### config.mk
export PLATFORM = sky130hd
export DESIGN_NAME = pc_fetch
export DESIGN_NICKNAME = d
export VERILOG_FILES = /design/src/rtl/cpu_pkg.sv /design/src/rtl/pc_fetch.sv
export SDC_FILE = /design/constraint.sdc
export NUM_CORES = 1
export LEC_CHECK = 0
export CAP_MARGIN = 20
export CORE_MARGIN = 8
export CORE_UTILIZATION = 65
export DETAILED_ROUTE_END_ITERATION = 10
export DONT_BUFFER_PORTS = 1
export GPL_ROUTABILITY_DRIVEN = 0
export MAX_ROUTING_LAYER = met4
export PLACE_DENSITY = 0.79
export SYNTH_ARGS = -nofsm -noshare
export SYNTH_HDL_FRONTEND = slang
export SYNTH_SLANG_ARGS = --single-unit
### constraint.sdc
create_clock -name clk -period 2.45 [get_ports clk]
set_input_delay 0.3675 -clock clk [delete_from_list [all_inputs] [get_ports clk]]
set_output_delay 0.3675 -clock clk [all_outputs]
set_load 0.01 [all_outputs]
### src/rtl/cpu_pkg.sv
// Shared CPU definitions: fetch FSM state encoding and datapath widths.
package cpu_pkg;

    localparam int unsigned PC_W     = 10;
    localparam int unsigned INSTR_W  = 32;
    localparam int unsigned RESET_PC = 0;

    typedef enum logic [1:0] {
        S_BOOT = 2'd0,
        S_REQ  = 2'd1,
        S_HOLD = 2'd2,
        S_HALT = 2'd3
    } fetch_state_t;

endpackage

### src/rtl/pc_fetch.sv
// Program counter and instruction fetch FSM with a valid/ready handoff to decode.
// Build option: define PC_FETCH_PERF_EN to build the retired-instruction counter.
module pc_fetch
    import cpu_pkg::*;
#(
    parameter int unsigned DataSize = INSTR_W,
    parameter int unsigned PcSize   = PC_W,
    parameter int unsigned ResetPc  = RESET_PC
) (
    input  logic                clk,
    input  logic                rst,
    input  logic [PcSize-1:0]   next_pc,
    input  logic                ir_ready,
    input  logic                halt,
    input  logic                im_ack,
    input  logic [DataSize-1:0] im_data,
    output logic                im_req,
    output logic [PcSize-1:0]   im_addr,
    output logic [PcSize-1:0]   current_pc,
    output logic [DataSize-1:0] ir,
    output logic                ir_valid,
    output logic                halted,
    output logic                misalign_err,
    output logic [31:0]         retire_count
);

    fetch_state_t        state_q, state_d;
    logic [PcSize-1:0]   pc_q, pc_d;
    logic [DataSize-1:0] ir_q, ir_d;
    logic                ir_valid_q, ir_valid_d;
    logic                im_req_q, im_req_d;
    logic                halted_q, halted_d;
    logic                misalign_q, misalign_d;

    always_comb begin
        state_d    = state_q;
        pc_d       = pc_q;
        ir_d       = ir_q;
        ir_valid_d = ir_valid_q;
        im_req_d   = im_req_q;
        halted_d   = halted_q;
        misalign_d = misalign_q;
        case (state_q)
            S_BOOT: begin
                state_d  = S_REQ;
                im_req_d = 1'b1;
            end
            S_REQ: begin
                if (im_ack) begin
                    ir_d       = im_data;
                    ir_valid_d = 1'b1;
                    im_req_d   = 1'b0;
                    state_d    = S_HOLD;
                end
            end
            S_HOLD: begin
                // Halt takes priority over a misaligned target on the same retire.
                if (ir_ready) begin
                    ir_valid_d = 1'b0;
                    if (halt) begin
                        halted_d = 1'b1;
                        state_d  = S_HALT;
                    end else if (next_pc[1:0] != 2'b00) begin
                        misalign_d = 1'b1;
                        halted_d   = 1'b1;
                        state_d    = S_HALT;
                    end else begin
                        pc_d     = next_pc;
                        im_req_d = 1'b1;
                        state_d  = S_REQ;
                    end
                end
            end
            default: begin
                state_d = S_HALT;
            end
        endcase
    end

    always_ff @(posedge clk or posedge rst) begin
        if (rst) begin
            state_q    <= S_BOOT;
            pc_q       <= PcSize'(ResetPc);
            ir_q       <= '0;
            ir_valid_q <= 1'b0;
            im_req_q   <= 1'b0;
            halted_q   <= 1'b0;
            misalign_q <= 1'b0;
        end else begin
            state_q    <= state_d;
            pc_q       <= pc_d;
            ir_q       <= ir_d;
            ir_valid_q <= ir_valid_d;
            im_req_q   <= im_req_d;
            halted_q   <= halted_d;
            misalign_q <= misalign_d;
        end
    end

    assign im_req       = im_req_q;
    assign im_addr      = pc_q;
    assign current_pc   = pc_q;
    assign ir           = ir_q;
    assign ir_valid     = ir_valid_q;
    assign halted       = halted_q;
    assign misalign_err = misalign_q;

`ifdef PC_FETCH_PERF_EN
    logic        retire;
    logic [31:0] retire_count_q, retire_count_d;

    // Every accepted retire counts, including the one that halts fetch.
    assign retire = (state_q == S_HOLD) && ir_ready;

    always_comb begin
        retire_count_d = retire_count_q;
        if (retire) begin
            retire_count_d = retire_count_q + 32'd1;
        end
    end

    always_ff @(posedge clk or posedge rst) begin
        if (rst) begin
            retire_count_q <= '0;
        end else begin
            retire_count_q <= retire_count_d;
        end
    end

    assign retire_count = retire_count_q;
`else
    assign retire_count = '0;
`endif

endmodule

==> reports/qor.csv <==
metric,value,unit
status,"finished, final reports clean",
endpoint_kind,flop,
netlist_area,2300,um2
min_period,1990,ps
postRouteAntennaNets,0,
fin_util,63.8,%
layout.nets,199,
grt_pass1_wl,5880,um
synth_top_area_cell,dfrtp_1,
synth_seq_area_share,52.2,%
via_count,1034,
cp_cell_sequence,"inv_2, or3_2, mux2_4",
drive_above_1_share,34.0,%
synth_top_cells_by_count,"48 x dfrtp_1, 42 x buf_4, 29 x mux2_4",
powerDensity,804,nW/um2
max_stage_delay,870,ps
viasPerCell,5.20,
holdBufCountCts,0,
hp-class,in2async,
synth_edf_count,0,
clock_path_buffers,2,
setup_violations,0,
fin_skew,11.7,ps
yosysMostFrequentCell,dfrtp_1,
cts_setup_buffers,0,
path_buf_inv,1,
synthTopCellsByArea,"dfrtp_1 52%, mux2_4 19%, buf_4 14%, mux2_2 5.4%, buf_12 2.6%",
die_width,75.5,um
p_leak,1.13,nW
required,2700,ps
relSlewSlack,34.7,%
synth_ff_type,dfrtp_1,
start_util,68.4,%
synth_top_area_share,52.2,%
cts.sinks,48,
max-cap-violations,0,
grt_max_degree,49,
clock_latency,350,ps
routedWlPerCell,21.2,um
post_cts_resized,0,
layout_worst_path_cycle_share,81.1,%
max_freq,503,MHz
fp-row-count,21,
synth_cells,160,
die_area,5700,um2
worst_path_max_delay_cell,or3_2,
synthDistinctLibCells,22,
synthArstFlopShare,100,%
tightest_slew,980,ps
grt_setup_unrepaired,false,
drcViolationCount,0,
firstDrtPassIters,4,
crit_family,simple AND/OR/NAND/NOR gates,
area.growth.synth_to_final,-6.75,%
crit_fanout,33,
drt_wl_total,4220,um
synth-seq-cells,48,
numPortBuffers,0,
grt_overflow,0,
ir_worst_vdd,0.000503,V
gr-usage-all-layers,14.4,%
cts_root_buffer,clkbuf_4,
fin_setup_tns,0,ps
crit_path_start_kind,flop,
yosysWarnings,0,
arrival,2230,ps
clk_pin_slew,130,ps
grt_pass1_vias,1113,
dp_hpwl,3300,um
critPathKind,reg2reg,
setup_slack,463,ps
dieHeight,75.5,um
post-place-ws,494,ps
slew_viol_final,0,
antenna_found_initial,0,
core-area,3360,um2
n_antenna_cell,0,
h-tree-depth,2,
numCtsBuffers,5,
drtIter0Drc,27,
hold_viol_final,0,
cts_tree,built,
avgSynthCellArea,14.4,um2
io_pins,135,
==> metrics by stage <==
step	std cells	hold slack [ps]	total power, mW	area, um2
after floorplan	191	468	1.37	2420
after global placement	191	472	1.38	2090
after detailed placement	191	488	1.40	2090
after CTS	199	93.6	1.75	2140
after global routing	199	75.6	1.82	2140
final	199	84.6	1.72	2140
==> sequential cells by signal, indices dropped and copies added (netlist names) <==
name          count
ir_valid          1
current_pc       10
misalign_err      1
halted            1
im_req            1
state_q           2
ir               32
==> worst paths after layout <==
path | start | endpoint | slack [ps] | depth (start not counted)
worst max-delay path | state_q[0] | ir[27] | 460 | 3
worst min register to register | misalign_err | misalign_err | 570 | 2
worst min-delay path | rst | ir[4] | 80 | 1
max in group asynchronous | rst | ir[2] | 1790 | 1
min in group clk | ir_ready | state_q[1] | 110 | 1
worst max register to register | state_q[0] | ir[27] | 460 | 3
==> power by group <==
part / switching, mW / internal (mW) / leakage, nW
Clock: 0.235 / 0.111 / 0.0349
Combinational: 0.0784 / 0.165 / 0.510
Sequential: 0.199 / 0.937 / 0.588
==> layout by cell type (no fill, tap or decap) <==
| cell | n |
|---|---|
| o31ai_1 | 1 |
| dfrtp_1 | 48 |
| clkbuf_4 | 5 |
| mux2_4 | 29 |
| o21bai_1 | 1 |
| nand2b_1 | 1 |
| mux2_2 | 11 |
| inv_1 | 3 |
| nor2b_1 | 2 |
| clkinv_4 | 1 |
| o21ai_0 | 3 |
| a21oi_1 | 4 |
| nor2_1 | 2 |
| nor4_4 | 1 |
| or3_2 | 1 |
| nor3_1 | 1 |
| nand3b_1 | 1 |
| inv_2 | 2 |
| clkinv_2 | 2 |
| conb_1 | 32 |
| a31oi_1 | 1 |
| a21boi_0 | 1 |
==> layer usage <==
layer  vias to the layer above  GRT usage (%)  wire, um
met2                        87           22.0      2000
met5                         -              -         0
met1                       502           15.7      1550
met4                         0           4.48        30
met3                         4           8.16       650
li1                        441              -         -
==> cell type report <==
cell class                      count  area [um2]
Clock buffer                        5        37.5
Clock inverter                      3        18.8
Fill cell                         258        1220
Inverter                            5        18.8
Multi-Input combinational cell     92         811
Sequential cell                    48        1200
Tap cell                           46        57.6
==> cell families (layout without fill, tap and decap cells) <==
| logic type | count (synthesis) | in the layout | synth area share (%) |
|---|---|---|---|
| multiplexers | 40 | 40 | 24.3 |
| buffers and inverters | 51 | 13 | 17.6 |
| other | 1 | 32 | 0.163 |
| AND/OR/NAND/NOR | 9 | 9 | 2.88 |
| flip-flops | 48 | 48 | 52.2 |
| AO/OA/AOI/OAI | 11 | 11 | 2.78 |
==> worst reg2reg max path: stages, from the launching register on <==
cell,delay [ps]
dfrtp_1,480
inv_2,50
or3_2,870
mux2_4,470
(Power assumes the default switching activity.)
